## src/rtl/trng_ps_reader.sv

```systemverilog
`default_nettype none
// ============================================================================
//  Module   : trng_ps_reader
//  Purpose  : PL-side read agent for the TRNG FIFO. Converts the level-only
//             toggle handshake from PS software (via AXI GPIO) into exactly
//             one single-cycle FIFO pop per request and holds the popped
//             word stable with an acknowledge, a word counter and sticky
//             error flags.
//  Revision : 1.0 - initial release
// ----------------------------------------------------------------------------
//  Ports
//    clk_i           system clock
//    rst_ni          asynchronous active-low reset
//    ps_req_i        PS request toggle; each toggle asks for one word
//    ps_clr_i        PS clear level; rising edge clears count and flags
//    fifo_empty_i    FIFO empty flag
//    fifo_rd_data_i  FIFO read data (valid RD_LATENCY cycles after pop)
//    fifo_rd_en_o    FIFO pop strobe (registered, one cycle per request)
//    ps_data_o       last captured word, held until the next capture
//    ps_ack_o        ps_req value of the last completed request
//    ps_busy_o       request accepted or stalled, not yet acknowledged
//    word_count_o    words delivered since reset/clear (wrapping)
//    timeout_flag_o  sticky: a stall lasted STALL_TIMEOUT cycles
//    overrun_flag_o  sticky: ps_req toggled again while busy
//  Parameters
//    SYNC_STAGES     synchroniser depth on ps_req/ps_clr (>= 1)
//    RD_LATENCY      cycles from fifo_rd_en to fifo_rd_data valid (1..4)
//    STALL_TIMEOUT   stall cycles before timeout_flag sets
// ============================================================================
module trng_ps_reader #(
    parameter int SYNC_STAGES   = 2,
    parameter int RD_LATENCY    = 1,
    parameter int STALL_TIMEOUT = 1000000
) (
    input  logic        clk_i,
    input  logic        rst_ni,
    input  logic        ps_req_i,
    input  logic        ps_clr_i,
    input  logic        fifo_empty_i,
    input  logic [31:0] fifo_rd_data_i,
    output logic        fifo_rd_en_o,
    output logic [31:0] ps_data_o,
    output logic        ps_ack_o,
    output logic        ps_busy_o,
    output logic [31:0] word_count_o,
    output logic        timeout_flag_o,
    output logic        overrun_flag_o
);

    // ------------------------------------------------------------------
    // Constants
    // ------------------------------------------------------------------
    localparam int                 STALL_W   = (STALL_TIMEOUT > 1) ? $clog2(STALL_TIMEOUT) : 1;
    localparam logic [STALL_W-1:0] STALL_MAX = STALL_W'(STALL_TIMEOUT - 1);
    // Extra WAIT cycles beyond the POP cycle; unused when RD_LATENCY == 1.
    localparam logic [1:0]         WAIT_INIT = (RD_LATENCY >= 2) ? 2'(RD_LATENCY - 2) : 2'd0;

    typedef enum logic [2:0] {
        S_IDLE    = 3'd0,
        S_STALL   = 3'd1,
        S_POP     = 3'd2,
        S_WAIT    = 3'd3,
        S_CAPTURE = 3'd4
    } state_t;

    // ------------------------------------------------------------------
    // State
    // ------------------------------------------------------------------
    state_t               state_q;
    logic [SYNC_STAGES-1:0] req_sync_q;
    logic [SYNC_STAGES-1:0] req_sync_d;
    logic [SYNC_STAGES-1:0] clr_sync_q;
    logic [SYNC_STAGES-1:0] clr_sync_d;
    logic                 clr_prev_q;
    logic                 req_tgt_q;
    logic [STALL_W-1:0]   stall_cnt_q;
    logic [1:0]           wait_cnt_q;
    logic                 fifo_rd_en_q;
    logic [31:0]          ps_data_q;
    logic                 ps_ack_q;
    logic                 busy_q;
    logic [31:0]          word_count_q;
    logic                 timeout_q;
    logic                 overrun_q;

    logic req_s;
    logic clr_s;
    logic pending;
    logic clr_pulse;
    logic timeout_set;
    logic overrun_set;

    // ------------------------------------------------------------------
    // Synchroniser shift (works for any depth >= 1)
    // ------------------------------------------------------------------
    always_comb begin
        req_sync_d    = req_sync_q << 1;
        req_sync_d[0] = ps_req_i;
        clr_sync_d    = clr_sync_q << 1;
        clr_sync_d[0] = ps_clr_i;
    end

    assign req_s     = req_sync_q[SYNC_STAGES-1];
    assign clr_s     = clr_sync_q[SYNC_STAGES-1];
    assign pending   = (req_s != ps_ack_q);
    assign clr_pulse = clr_s & ~clr_prev_q;

    // The stall counter parks at STALL_MAX, so the flag keeps re-asserting
    // for as long as the stall lasts; a clear during a long stall therefore
    // does not stick until the FIFO delivers.
    assign timeout_set = (state_q == S_STALL) && (stall_cnt_q == STALL_MAX);
    // Any toggle seen after the target was latched is a request that the
    // single-outstanding handshake cannot represent.
    assign overrun_set = (state_q != S_IDLE) && (req_s != req_tgt_q);

    // ------------------------------------------------------------------
    // Control FSM and registered outputs
    // ------------------------------------------------------------------
    always_ff @(posedge clk_i or negedge rst_ni) begin
        if (!rst_ni) begin
            state_q      <= S_IDLE;
            req_sync_q   <= '0;
            clr_sync_q   <= '0;
            clr_prev_q   <= 1'b0;
            req_tgt_q    <= 1'b0;
            stall_cnt_q  <= '0;
            wait_cnt_q   <= 2'd0;
            fifo_rd_en_q <= 1'b0;
            ps_data_q    <= 32'd0;
            ps_ack_q     <= 1'b0;
            busy_q       <= 1'b0;
            word_count_q <= 32'd0;
            timeout_q    <= 1'b0;
            overrun_q    <= 1'b0;
        end else begin
            req_sync_q   <= req_sync_d;
            clr_sync_q   <= clr_sync_d;
            clr_prev_q   <= clr_s;
            fifo_rd_en_q <= 1'b0;

            case (state_q)
                S_IDLE: begin
                    stall_cnt_q <= '0;
                    if (pending) begin
                        req_tgt_q <= req_s;
                        busy_q    <= 1'b1;
                        if (!fifo_empty_i) begin
                            state_q      <= S_POP;
                            fifo_rd_en_q <= 1'b1;
                        end else begin
                            state_q <= S_STALL;
                        end
                    end
                end

                S_STALL: begin
                    if (!fifo_empty_i) begin
                        state_q      <= S_POP;
                        fifo_rd_en_q <= 1'b1;
                        stall_cnt_q  <= '0;
                    end else if (stall_cnt_q != STALL_MAX) begin
                        stall_cnt_q <= stall_cnt_q + STALL_W'(1);
                    end
                end

                // fifo_rd_en_q is high for exactly this state's cycle.
                S_POP: begin
                    if (RD_LATENCY > 1) begin
                        state_q    <= S_WAIT;
                        wait_cnt_q <= WAIT_INIT;
                    end else begin
                        state_q <= S_CAPTURE;
                    end
                end

                S_WAIT: begin
                    if (wait_cnt_q == 2'd0) begin
                        state_q <= S_CAPTURE;
                    end else begin
                        wait_cnt_q <= wait_cnt_q - 2'd1;
                    end
                end

                S_CAPTURE: begin
                    ps_data_q    <= fifo_rd_data_i;
                    ps_ack_q     <= req_tgt_q;
                    word_count_q <= word_count_q + 32'd1;
                    busy_q       <= 1'b0;
                    state_q      <= S_IDLE;
                end

                default: begin
                    state_q <= S_IDLE;
                    busy_q  <= 1'b0;
                end
            endcase

            // Ordering matters: the clear overrides the capture increment,
            // while a flag being set in the same cycle overrides the clear.
            if (clr_pulse) begin
                word_count_q <= 32'd0;
                timeout_q    <= 1'b0;
                overrun_q    <= 1'b0;
            end
            if (timeout_set) begin
                timeout_q <= 1'b1;
            end
            if (overrun_set) begin
                overrun_q <= 1'b1;
            end
        end
    end

    assign fifo_rd_en_o   = fifo_rd_en_q;
    assign ps_data_o      = ps_data_q;
    assign ps_ack_o       = ps_ack_q;
    assign ps_busy_o      = busy_q;
    assign word_count_o   = word_count_q;
    assign timeout_flag_o = timeout_q;
    assign overrun_flag_o = overrun_q;

endmodule
`default_nettype wire
```

## config.mk

```make
export PLATFORM = sky130hd
export DESIGN_NAME = trng_ps_reader
export DESIGN_NICKNAME = d
export VERILOG_FILES = /design/src/rtl/trng_ps_reader.sv
export SDC_FILE = /design/constraint.sdc
export NUM_CORES = 1
export LEC_CHECK = 0
export ABC_AREA = 1
export CORE_UTILIZATION = 41
export CTS_BUF_LIST = sky130_fd_sc_hd__clkbuf_4 sky130_fd_sc_hd__clkbuf_8 sky130_fd_sc_hd__clkbuf_16
export DETAILED_ROUTE_END_ITERATION = 6
export GPL_TIMING_DRIVEN = 0
export PLACE_DENSITY = 0.73
export SLEW_MARGIN = 20
export SYNTH_ARGS = -nofsm -noshare
export SYNTH_HDL_FRONTEND = slang
export SYNTH_SLANG_ARGS = --single-unit
export TNS_END_PERCENT = 1
```

## constraint.sdc

```tcl
create_clock -name clk_i -period 1.4 [get_ports clk_i]
set_input_delay 0.42 -clock clk_i [delete_from_list [all_inputs] [get_ports clk_i]]
set_output_delay 0.42 -clock clk_i [all_outputs]
set_load 0.05 [all_outputs]
```

==> results of run 1 <==
cells by family after synthesis:
group                      count (synthesis)  share of synthesized area, %
AOI/OAI and AO/OA                         64                          6.62
buffers and inverters                     90                          7.27
and+or+nand+nor                          393                          33.1
adders and majority gates                  3                         0.753
xor gates and xnor gates                  12                          2.11
DFF                                      100                          50.2
per-stage QoR:
step / cells / hold slack, ns / setup slack (ns)
3_3_place_gp: 910 / 0.337 / -4.20
4_1_cts: 934 / 0.360 / -0.157
5_1_grt: 943 / 0.361 / -0.255
3_5_place_dp: 911 / 0.334 / -0.559
2_1_floorplan: 662 / 0.124 / -0.144
6_report: 943 / 0.357 / -0.136
registers in the layout, indices dropped and copies added, names as in the netlist, 2 cells and up:
signal        count
req_sync_q        2
wait_cnt_q        2
ps_data_o        32
stall_cnt_q      20
state_q           3
clr_sync_q        2
word_count_o     32
final cells by class:
cell class,count,share of cell area [%]
Sequential cell,100,36.0
Multi-Input combinational cell,472,34.0
Timing Repair Buffer,122,17.0
Inverter,77,4.13
Clock buffer,11,3.40
Tap cell,143,2.53
Clock inverter,5,1.52
Buffer,13,1.45
layer usage:
layer  part of all wire, %  global-route usage, %
met3                   4.8                   5.62
met2                    53                   39.8
met5                     0                      0
met1                    41                   26.2
met4                   1.5                   6.67
cells in the final DEF (no fill, tap or decap), types with 5 or more instances in the layout:
master / n
nand2_2: 16
nand4_1: 16
a21oi_1: 17
clkbuf_4: 9
buf_6: 39
nand3_1: 39
o21ai_2: 10
clkdlybuf4s15_2: 6
clkbuf_16: 10
nor2_4: 7
inv_1: 68
inv_2: 8
dfrtp_1: 68
nand2_4: 5
nand3_2: 7
xor2_1: 9
o21ai_1: 13
nor3_1: 5
nor2_1: 59
nand2_1: 211
nor2_2: 20
buf_4: 39
o21ai_0: 20
dfrtp_2: 32
clkdlybuf4s50_1: 34
worst paths after layout:
| check | startpoint | to | slack [ns] | depth (start not counted) |
|---|---|---|---|---|
| setup / recovery | word_count_o[11] | word_count_o[11] | -0.14 | 1 |
| hold / removal | clr_sync_q[0] | clr_sync_q[1] | 0.36 | 0 |
| setup reg to reg | stall_cnt_q[0] | stall_cnt_q[7] | -0.14 | 10 |
| hold reg to reg | clr_sync_q[0] | clr_sync_q[1] | 0.36 | 0 |
| max in group asynchronous | rst_ni | stall_cnt_q[2] | 0.24 | 3 |
| min in group asynchronous | rst_ni | word_count_o[11] | 0.53 | 2 |
power by group through the flow:
stage,clock [mW],sequential (mW),combinational (mW)
5_1_grt,3.08,4.06,6.00
3_3_place_gp,0,3.97,5.02
2_1_floorplan,0,5.81,1.48
6_report,2.87,3.97,5.66
4_1_cts,2.97,3.96,5.26
3_5_place_dp,0,3.99,5.14
repair_timing:
item,in CTS,in global routing
resized for setup,419,135
pin swaps,7,12
hold endpoints to repair,34,0
cloned,1,1
setup endpoints to repair,153,140
hold buffers,1,0
setup buffers,5,8
==> results by group, run 1 <==
Worst setup path
  – CP Max Fanout: 4
  – CP top delay family: flip-flops
  – Worst path max stage delay: 0.39 ns
  – Worst path bufs/invs: 1
  – Critical Setup Path Class: flop to primary output
  – Crit-path cells: clkdlybuf4s15_2
  – WP data arrival: approximately 1.1 ns
  – Worst Setup Start Kind: flop
  – Slowest cell on crit path: dfrtp_2
  – Worst path required time: a little under 1 ns
  – CP endpoint kind: primary output

CTS
  – Clock sink total: 100
  – Num CTS Buffers: 9
  – Worst-skew pair later-pin latency: around 0.35 ns
  – CTS tree: done
  – CTS root buf: clkbuf_16
  – H-tree Lvls: 3
  – Clk slew on worst S/H paths: 0.06 ns
  – Max Root-Sink Buffers: 2

Pwr
  – Pint: approximately 7.2 mW
  – Total power: 12.5 mW
  – PD cells: 1770 mW/mm^2
  – Sw Pwr: about 5.3 mW
  – VDD IR max: between 0.7 and 0.8 mV
  – Leakage power: between 3 and 4 nW
  – Sw frac: a little over two fifths
  – Comb power frac: a little under half
  – Clock power share: a little under a quarter
  – Reg power frac: between 30% and 40%

Timing
  – Worst-margin pin slew: 0.442 ns
  – Min Clock Period, post-route: approximately 1.5 ns
  – Setup TNS: -2.96 ns
  – Endpoints failing hold: 0
  – FMAX: roughly 650 MHz
  – Layout Skew: 0.0103 ns
  – Fin worst setup slack: -0.136 ns
  – Final period util: 110%
  – RSZ-0062 raised after global routing: yes
  – Slew HR: between 70% and 80%
  – Final setup violation count: 41
  – Final Max Slew Viols: 0

GRT
  – Initial antenna violation count: 0
  – Global-route wire length before repair: roughly 22000 um
  – Vias in the first global route: 4584
  – Largest net degree at the start of global routing: 67
  – Total track usage: approximately 22%
  – Overflow after GRT: 0

Die
  – Core area: around 0.012 mm^2
  – Std-Cell Rows: 39
  – Starting density of the core: a little over two fifths
  – Chip Height: around 110 um
  – Die span in x: between 100 and 150 um
  – Die ar.: between 0.01 and 0.015 mm^2
  – Num ports: 106

Cells and area
  – Storage element area: between 0.002 and 0.003 mm^2
  – Final core occ: 60.8%
  – Synthesis-to-finish area growth: 41.5%
  – Share of cells above drive strength 1: between 20% and 30%
  – # fillers: between 900 and 1000
  – Fin area: 0.00706 mm^2
  – Multi-input logic area: approximately 0.0024 mm^2
  – Diodes inserted: 0
  – Fin nets: roughly 840

Place
  – Placed inst area: approximately 0.0063 mm^2
  – Post-detail-place hpwl: around 9300 um
  – RePlAce Congestion: just under 0.9
  – Port bufs: ~110

Synthesis
  – Asr flop ratio synth: between 90% and 100%
  – Syn nets: about 700
  – Synth area leader: dfrtp_1
  – Synth warn: 0
  – Top_reg_cell synth: dfrtp_1
  – Syn avg cell area: roughly 7.5 um^2
  – Synth cell types: 30
  – Top post-synthesis cells by area: dfrtp_1, nand2_1, nor2_1
  – Yosys reg bits: 100
  – Mapped Area: around 0.0050 mm^2
  – Number of synthesized flops with an enable pin: 0
  – Seq/Total Area, Yosys: about half
  – Synth top cells by count: nand2_1, dfrtp_1, nor2_1
  – Count leader, synth: nand2_1
  – Synth top area share: about 50%
  – Mapped Cells: roughly 660

Routing
  – Vias/cell: between 5 and 6
  – Antenna-violating nets left: 0
  – Total number of vias: ~4900
  – Routed len/inst: ~14 um
  – First drt pass iteration count: 7
  – Residual DRC: 9
  – WL final: between 10000 and 15000 um
  – Starting DRT DRC Count: about 360

Min path
  – Min-Delay Path Class: flop to flop

Flow run
  – Max-cap violations: 0

Run status
  – Run status: finished, violations left
  – Failing checks: DRC, setup timing
Note: power is estimated with default switching activity, not from simulation.
==> inputs of run 2 (changes only) <==
--- a/config.mk
+++ b/config.mk
@@ -9,8 +9,9 @@
 export CORE_UTILIZATION = 41
 export CTS_BUF_LIST = sky130_fd_sc_hd__clkbuf_4 sky130_fd_sc_hd__clkbuf_8 sky130_fd_sc_hd__clkbuf_16
 export DETAILED_ROUTE_END_ITERATION = 6
+export DONT_BUFFER_PORTS = 1
 export GPL_TIMING_DRIVEN = 0
-export PLACE_DENSITY = 0.73
+export PLACE_DENSITY = 0.59
 export SLEW_MARGIN = 20
 export SYNTH_ARGS = -nofsm -noshare
 export SYNTH_HDL_FRONTEND = slang
==> constraint.sdc (replaced) <==
create_clock -name clk_i -period 1.8 [get_ports clk_i]
set_input_delay 0.54 -clock clk_i [delete_from_list [all_inputs] [get_ports clk_i]]
set_output_delay 0.54 -clock clk_i [all_outputs]
set_load 0.05 [all_outputs]
==> results by group, run 2 (synthesis gave the netlist of run 1 again) <==
GRT
  – Overflow after GRT: 0
  – Vias in the first global route: around 4000
  – Initial antenna violation count: 0
  – Total track usage: between 10% and 20%
  – Largest net degree at the start of global routing: around 100
  – Global-route wire length before repair: around 20000 um

Timing
  – Final Max Slew Viols: 0
  – Hold Slack: -0.117 ns
  – Endpoints failing hold: 100
  – Worst-margin pin slew: roughly 0.60 ns
  – Layout Skew: around 0.0059 ns
  – Final setup violation count: 0
  – Final period util: between 90 and 100%
  – Min Clock Period, post-route: around 1.7 ns
  – Slew HR: 59.8%
  – RSZ-0062 raised after global routing: yes
  – FMAX: 584 MHz

Worst setup path
  – Worst path max stage delay: roughly 0.56 ns
  – Slowest cell on crit path: dfrtp_2
  – CP Max Fanout: 5
  – WP data arrival: ~2.0 ns
  – Crit-path cells: nand2_1 > nor2_1 > nand2_1 > nor2_1 > nand3_1 > o21ai_1 > nor2_1
  – Worst path required time: between 2 and 2.5 ns
  – Most used cell, CP: nor2_1
  – Critical Setup Path Class: flop to flop
  – Worst Setup Start Kind: flop
  – Flop2flop setup slack: between 0.08 and 0.09 ns
  – CP endpoint kind: flop

Cells and area
  – Share of cells above drive strength 1: 11.1%
  – Diodes inserted: 0
  – Multi-input logic area: roughly 0.0022 mm^2
  – Commonest non-fill, non-tap cell in the layout: nand2_1
  – Commonest non-fill, non-tap cells in the layout: nand2_1, dfrtp_1, nor2_1
  – Storage element area: 0.00253 mm^2
  – Synthesis-to-finish area growth: 13.0%
  – Fin nets: roughly 710
  – Fin area: between 0.005 and 0.006 mm^2
  – # fillers: about 1100

Place
  – Port bufs: 0
  – Placed inst area: 0.00517 mm^2
  – Post-detail-place hpwl: about 8600 um
  – RePlAce Congestion: between 0.8 and 0.9

Die
  – Starting density of the core: between 40% and 50%
  – Core area: between 0.01 and 0.015 mm^2
  – Num ports: ~110
  – Die span in x: roughly 110 um
  – Die ar.: between 0.01 and 0.015 mm^2
  – Std-Cell Rows: 39
  – Chip Height: 112 um

Pwr
  – Leakage power: 2.64 nW
  – PD cells: roughly 1500 mW/mm^2
  – VDD IR max: 0.728 mV

CTS
  – CTS tree: done
  – CTS root buf: clkbuf_16
  – Num CTS Buffers: 9
  – Clock sink total: 100
  – Setup Fix Bufs, Post-CTS: 0
  – Clk slew on worst S/H paths: roughly 0.070 ns
  – Worst-skew pair later-pin latency: between 0.3 and 0.4 ns
  – Max Root-Sink Buffers: 2
  – H-tree Lvls: 3

Routing
  – Vias/cell: a little over 5
  – Antenna-violating nets left: 0
  – Starting DRT DRC Count: about 320
  – Routed len/inst: 14.4 um
  – First drt pass iteration count: 7
  – WL final: between 10000 and 15000 um
  – Residual DRC: 6
  – Total number of vias: around 4200

Min path
  – Min-Delay Path Class: input pin to asynchronous set/reset pin

Run status
  – Failing checks: DRC, hold timing
  – Run status: finished, violations left

Flow run
  – Max-cap violations: 0
[run 2: what timing repair did]
action,in CTS,in global routing
pin swaps,1,5
gates resized for setup,20,30
endpoints found under the setup margin,22,27
endpoints found under the hold margin,100,100
[run 2: per-layer routing]
| metal | wire length, um | global-route usage, % |
|---|---|---|
| met1 | 5130 | 24.8 |
| met2 | 5770 | 32.5 |
| met3 | 668 | 4.10 |
| met4 | 281 | 8.53 |
| met5 | 0 | 0 |
[run 2: path summary, 6_finish.rpt]
path | start | end | cells after the start
min reg2reg | clr_sync_q[0] | clr_sync_q[1] | 0
min | rst_ni | word_count_o[14] | 0
max in group asynchronous | rst_ni | stall_cnt_q[2] | 0
min in group clk_i | ps_req_i | req_sync_q[0] | 0
max reg2reg | word_count_o[10] | word_count_o[28] | 7
max | word_count_o[10] | word_count_o[28] | 7
[run 2: worst max-delay path, delay by kind of cell, from the launching register on]
kind,cells,cell delay (ns)
simple gates,6,0.92
compound gates,1,0.14
flops,1,0.56
[run 2: layout make-up]
cell class              count  area share, %
clock inverters             6           2.00
multi-input cells         472           39.3
inverters                  77           5.13
clock buffers              10           4.13
plain buffers              13           1.35
flip-flops and latches    100           44.9
well taps                 143           3.17
[run 2: metrics by stage]
| stage | total power, mW | std cells | setup slack (ns) | TNS [ns] | util, % |
|---|---|---|---|---|---|
| after floorplan | 5.64 | 662 | 0.00856 | 0 | - |
| after detailed placement | 6.13 | 805 | -0.313 | -3.41 | 44.5 |
| after CTS | 8.39 | 821 | 0.00218 | 0 | 47.8 |
| after global placement | 6.05 | 805 | -0.263 | -2.96 | 44.5 |
| final | 8.33 | 821 | 0.0880 | 0 | 48.5 |
| after global routing | 8.73 | 821 | -0.0257 | -0.0602 | 48.5 |
[run 2: where the power goes]
| group | leakage [nW] | internal [mW] | switching (mW) |
|---|---|---|---|
| Combinational | 1.20 | 0.518 | 0.976 |
| Sequential | 1.28 | 2.72 | 1.88 |
| Clock | 0.158 | 1.37 | 0.859 |
